[src/rtl/hack_pkg.sv]
// Shared definitions for the Hack CPU writeback stage.
//   - Default data / address widths.
//   - Bit positions of the C-instruction dest and jump fields.
//   - Memory-write handshake FSM state type.
package hack_pkg;

  localparam int unsigned N_DEFAULT    = 16;
  localparam int unsigned PC_W_DEFAULT = 15;

  // dest field {d1, d2, d3}
  localparam int unsigned DEST_A = 2;
  localparam int unsigned DEST_D = 1;
  localparam int unsigned DEST_M = 0;

  // jump field {j1, j2, j3}
  localparam int unsigned J_LT = 2;
  localparam int unsigned J_EQ = 1;
  localparam int unsigned J_GT = 0;

  typedef enum logic {
    StIdle,
    StPend
  } wr_state_e;

endpackage

[src/rtl/hack_jump_cond.sv]
// Combinational jump-condition evaluation for a C-instruction.
// Ports:
//   alu_out  - ALU result of the current C-instruction
//   jump     - {lt, eq, gt} jump bits
//   zr_now   - alu_out is zero
//   ng_now   - alu_out is negative (MSB set)
//   taken    - jump condition holds
module hack_jump_cond
  import hack_pkg::*;
#(
  parameter int unsigned N = N_DEFAULT
) (
  input  logic [N-1:0] alu_out,
  input  logic [2:0]   jump,
  output logic         zr_now,
  output logic         ng_now,
  output logic         taken
);

  always_comb begin
    zr_now = (alu_out == '0);
    ng_now = alu_out[N-1];
    taken  = (jump[J_LT] & ng_now) |
             (jump[J_EQ] & zr_now) |
             (jump[J_GT] & ~ng_now & ~zr_now);
  end

endmodule

[src/rtl/hack_writeback.sv]
// Hack CPU writeback / sequencing stage.
// Consumes one ALU result per accepted instruction and updates A, D, PC, the
// status flags and a one-deep data-memory write port.
// Ports:
//   clk, reset            - clock, synchronous active-high reset
//   in_valid / in_ready   - instruction handshake
//   is_c, inst_imm        - instruction type, A-instruction literal
//   alu_out, dest, jump   - C-instruction result and control fields
//   a_reg, d_reg, pc      - architectural registers
//   m_wdata, m_addr, m_we - pending memory write, held until m_wready
//   zr, ng                - flags of the last C-result
module hack_writeback
  import hack_pkg::*;
#(
  parameter int unsigned N    = N_DEFAULT,
  parameter int unsigned PC_W = PC_W_DEFAULT
) (
  input  logic            clk,
  input  logic            reset,
  input  logic            in_valid,
  output logic            in_ready,
  input  logic            is_c,
  input  logic [N-1:0]    inst_imm,
  input  logic [N-1:0]    alu_out,
  input  logic [2:0]      dest,
  input  logic [2:0]      jump,
  output logic [N-1:0]    a_reg,
  output logic [N-1:0]    d_reg,
  output logic [PC_W-1:0] pc,
  output logic [N-1:0]    m_wdata,
  output logic [PC_W-1:0] m_addr,
  output logic            m_we,
  input  logic            m_wready,
  output logic            zr,
  output logic            ng
);

  wr_state_e       state_q, state_d;
  logic [N-1:0]    a_q, a_d;
  logic [N-1:0]    d_q, d_d;
  logic [PC_W-1:0] pc_q, pc_d;
  logic [N-1:0]    wdata_q, wdata_d;
  logic [PC_W-1:0] addr_q, addr_d;
  logic            zr_q, zr_d;
  logic            ng_q, ng_d;

  logic zr_now, ng_now, taken, accept;

  hack_jump_cond #(
    .N(N)
  ) u_jump_cond (
    .alu_out(alu_out),
    .jump   (jump),
    .zr_now (zr_now),
    .ng_now (ng_now),
    .taken  (taken)
  );

  assign m_we     = (state_q == StPend);
  assign in_ready = ~reset & (~m_we | m_wready);
  assign accept   = in_valid & in_ready;

  always_comb begin
    state_d = state_q;
    a_d     = a_q;
    d_d     = d_q;
    pc_d    = pc_q;
    wdata_d = wdata_q;
    addr_d  = addr_q;
    zr_d    = zr_q;
    ng_d    = ng_q;

    // Completion first; a new M-write on the same edge re-arms below.
    if (m_we && m_wready) begin
      state_d = StIdle;
    end

    if (accept) begin
      if (!is_c) begin
        a_d  = inst_imm;
        pc_d = pc_q + PC_W'(1);
      end else begin
        zr_d = zr_now;
        ng_d = ng_now;
        // Jump target and write address both use A as it was before this edge.
        pc_d = taken ? a_q[PC_W-1:0] : pc_q + PC_W'(1);
        if (dest[DEST_A]) a_d = alu_out;
        if (dest[DEST_D]) d_d = alu_out;
        if (dest[DEST_M]) begin
          wdata_d = alu_out;
          addr_d  = a_q[PC_W-1:0];
          state_d = StPend;
        end
      end
    end
  end

  always_ff @(posedge clk) begin
    if (reset) begin
      state_q <= StIdle;
      a_q     <= '0;
      d_q     <= '0;
      pc_q    <= '0;
      wdata_q <= '0;
      addr_q  <= '0;
      zr_q    <= 1'b0;
      ng_q    <= 1'b0;
    end else begin
      state_q <= state_d;
      a_q     <= a_d;
      d_q     <= d_d;
      pc_q    <= pc_d;
      wdata_q <= wdata_d;
      addr_q  <= addr_d;
      zr_q    <= zr_d;
      ng_q    <= ng_d;
    end
  end

  assign a_reg   = a_q;
  assign d_reg   = d_q;
  assign pc      = pc_q;
  assign m_wdata = wdata_q;
  assign m_addr  = addr_q;
  assign zr      = zr_q;
  assign ng      = ng_q;

endmodule

[config.mk]
export PLATFORM = sky130hd
export DESIGN_NAME = hack_writeback
export DESIGN_NICKNAME = d
export VERILOG_FILES = /design/src/rtl/hack_pkg.sv /design/src/rtl/hack_jump_cond.sv /design/src/rtl/hack_writeback.sv
export SDC_FILE = /design/constraint.sdc
export NUM_CORES = 1
export LEC_CHECK = 0
export ABC_AREA = 0
export CAP_MARGIN = 10
export CORE_MARGIN = 1
export CORE_UTILIZATION = 49
export CTS_CLUSTER_DIAMETER = 40
export CTS_CLUSTER_SIZE = 10
export DETAILED_ROUTE_END_ITERATION = 6
export PLACE_DENSITY = 0.95
export SLEW_MARGIN = 20
export SYNTH_ARGS = -nofsm -noshare
export SYNTH_HDL_FRONTEND = slang
export SYNTH_HIERARCHICAL = 1
export SYNTH_SLANG_ARGS = --single-unit
[constraint.sdc]
create_clock -name clk -period 4.4 [get_ports clk]
set_clock_uncertainty 0.2 [all_clocks]
set_input_delay 0.88 -clock clk [delete_from_list [all_inputs] [get_ports clk]]
set_output_delay 0.88 -clock clk [all_outputs]
set_load 0.02 [all_outputs]
==> impl_metrics.csv <==
group,metric,value,unit
grt,grt_use_total,31.6,%
setup_path,slowest_delay,0.73,ns
cts,numCtsBuffers,9,
floorplan,rows,31,
setup_path,worstPathRequired,3.32,ns
setup_path,critical_path.top_delay_family,"buffers and inverters",
power,p_switching,0.000435,W
synthesis,synthDistinctLibCells,47,
placed_design,gp_congestion,0.932,
synthesis,synth_edf_count,0,
cts,root_buffer,"clkbuf_8",
setup_path,crit_chain,"clkdlybuf4s50_1 > nor2b_1 > nor2_1 > clkdlybuf4s50_1",
setup_path,startpoint,"m_wready",
cts,cts_sinks,81,
final_layout,synthToLayoutAreaGrowth,38.1,%
synthesis,synth-main-ff-cell,"dfxtp_1",
detailed_routing,drc,0,
timing,fmax,0.264,GHz
placed_design,portBuffers,124,
timing,slew_viol_final,0,
detailed_routing,vias,3846,
cts,cts-resized-gates,0,
timing,finalSetupViolations,0,
floorplan,ios,125,
synthesis,synth.cell_area,3680,um2
floorplan,die_width,88.6,um
power,power.leakage,1.81,nW
grt,antenna_found_initial,0,
timing,maxSlewHeadroom,37.8,%
detailed_routing,drt.antenna.violating_nets,0,
hold_path,min-delay-start,"m_addr[6]$_SDFFE_PP0P_",
cts,clock_path_buffers,2,
job,cap_violations,0,
detailed_routing,first_iter_violations,465,
power,p_seq_share,49.7,%
power,p_per_area,310,nW/um2
placed_design,placed_cell_area,4880,um2
cts,cts_tree,"done",
floorplan,core_area,7250,um2
timing,whs,0.263,ns
power,switching_share,27.6,%
timing,worst_pin_slew,0.931,ns
final_layout,nFillCells,525,
final_layout,diodes,0,
floorplan,die_area,7860,um2
setup_path,reg2reg_slack,2.08,ns
timing,tns,0,ns
floorplan,die_h,88.6,um
synthesis,ys_warn_count,6,
final_layout,design_area,5080,um2
setup_path,critPathBufInv,2,
timing,fin_crit,3.79,ns
synthesis,synth.avg_cell_area,8.78,um2
timing,fin_crit_sh,86.1,%
hold_path,worst_hold_path.num_cells,2,
synthesis,yosys.area.top_type,"dfxtp_1",
setup_path,worstReg2RegStart,"m_we$_SDFF_PP0_",
synthesis,synthCells,419,
cts,cts_hold_buf,0,
timing,hold_violations,0,
power,clkPwrFrac,35.0,%
floorplan,start_util,50.7,%
setup_path,end_kind,"output pin",
synthesis,synth_fp_nets,463,
synthesis,ys_seq_area_share,44.1,%
setup_path,slowest_stage,"nor2b_1",
detailed_routing,via_per_inst,6.10,
setup_path,r2r-end,"pc[9]$_SDFFE_PP0P_",
placed_design,hpwlAfterDp,8430,um
synthesis,ys_top_cells_by_count,"81 x dfxtp_1, 81 x nand2_1, 44 x a21oi_1",
timing,rsz0062_at_grt,"false",
setup_path,reg2regPathDepth,4,
power,finalPower,0.00158,W
timing,setup_ws,0.613,ns
final_layout,final_nets,571,
cts,worst_skew_pair.late_latency,0.35,ns
placed_design,pre_cts_slack,0.542,ns
cts,htree_levels,3,
status,status,"finished, final reports clean",
synthesis,ys_ff_latch,81,
cts,path_clk_slew,0.08,ns
detailed_routing,wl,12300,um
setup_path,worstSetupPathType,"in2out",
grt,grt_max_degree,71,
setup_path,crit_top_cell,"clkdlybuf4s50_1",
setup_path,startpoint_type,"input port",
synthesis,synth_area_leaders,"dfxtp_1 44%, mux2i_1 10%, nand2_1 8.3%",
setup_path,crit_path_max_fanout,8,
power,p_int,0.00114,W
synthesis,synthDominantCellAreaShare,44.1,%
setup_path,cp_data_arrival_time,2.71,ns
detailed_routing,drt_pass1_iterations,6,
hold_path,min_path_type,"reg2reg",
synthesis,async_reset_ff_share,0,%
cts,cts_setup_buffers,0,
grt,grt_pass1_vias,3564,
hold_path,min_to,"m_addr[6]$_SDFFE_PP0P_",
grt,gr-total-overflow,0,
power,pwr-share-comb,15.3,%
detailed_routing,wl_per_cell,19.5,um
power,worst_ir_drop_vdd,158,uV
final_layout,drive_gt1_share,8.65,%
grt,grt_pass1_wl,18400,um
[cell type report]
type                    count  area [um2]  area share, %
repair buffers            130        1280           25.2
well taps                  99         124           2.44
clock buffers              12         145           2.86
multi-input cells         302        1850           36.3
flip-flops and latches     81        1620           31.9
clock inverters             4        51.3           1.01
inverters                   3        11.3          0.222
[worst max path at each step]
stage	slack, ns	endpoint	cells past startpoint
global route	0.51	in_ready	4
finish	0.61	in_ready	4
CTS	0.67	in_ready	4
detailed placement	0.54	pc[6]$_SDFFE_PP0P_	8
global placement	0.72	pc[6]$_SDFFE_PP0P_	8
floorplan	1.59	in_ready	4
[cell families after synthesis]
kind of cell / synth area share, %
fa+ha+maj: 0.340
flops: 44.1
simple gates: 23.1
mux: 10.4
compound gates: 16.4
buf+inv: 5.71
[cells in the final DEF (no fill, tap or decap), types with 2 or more instances in the layout]
cell type and count:
nand4_2 2, nor4_2 2, nand4_1 3, inv_1 3, a21oi_1 44, buf_4 6
nor4_1 11, mux2i_1 37, o21ai_0 8, nor2b_1 3, nor2_1 37, a211oi_2 14
clkdlybuf4s50_1 123, and2_1 5, nand2_1 81, nor3_1 3, dfxtp_1 81, a211oi_1 4
a31oi_1 6, a32o_1 2, clkbuf_8 10, nand3_1 14, clkbuf_1 2, o31ai_1 3
[power groups by stage]
stage | clock [W] | combinational, W | sequential [W]
6_report | 0.000552 | 0.000242 | 0.000783
5_1_grt | 0.000581 | 0.000254 | 0.000784
4_1_cts | 0.000549 | 0.000238 | 0.000781
3_5_place_dp | 0 | 0.000235 | 0.000798
3_3_place_gp | 0 | 0.000226 | 0.000797
2_1_floorplan | 0 | 0.000102 | 0.000814
[worst min-delay path: stages, from the launching register on]
cell	delay, ns
dfxtp_1	0.32
nand2_1	0.05
a21oi_1	0.05
[layer usage]
| metal | track usage, % | vias to the layer above | part of all wire (%) |
|---|---|---|---|
| met2 | 50.6 | 289 | 48 |
| met4 | 18.3 | 0 | 5.1 |
| met3 | 6.25 | 73 | 8.7 |
| li1 | - | 1700 | - |
| met1 | 39.8 | 1784 | 39 |
| met5 | 0 | - | 0 |
[per-stage QoR]
stage	cells	utilization, %
2_1_floorplan	419	-
3_3_place_gp	615	67.3
3_5_place_dp	615	67.3
4_1_cts	631	70.1
5_1_grt	631	70.1
6_report	631	70.1
(Power assumes the default switching activity.)
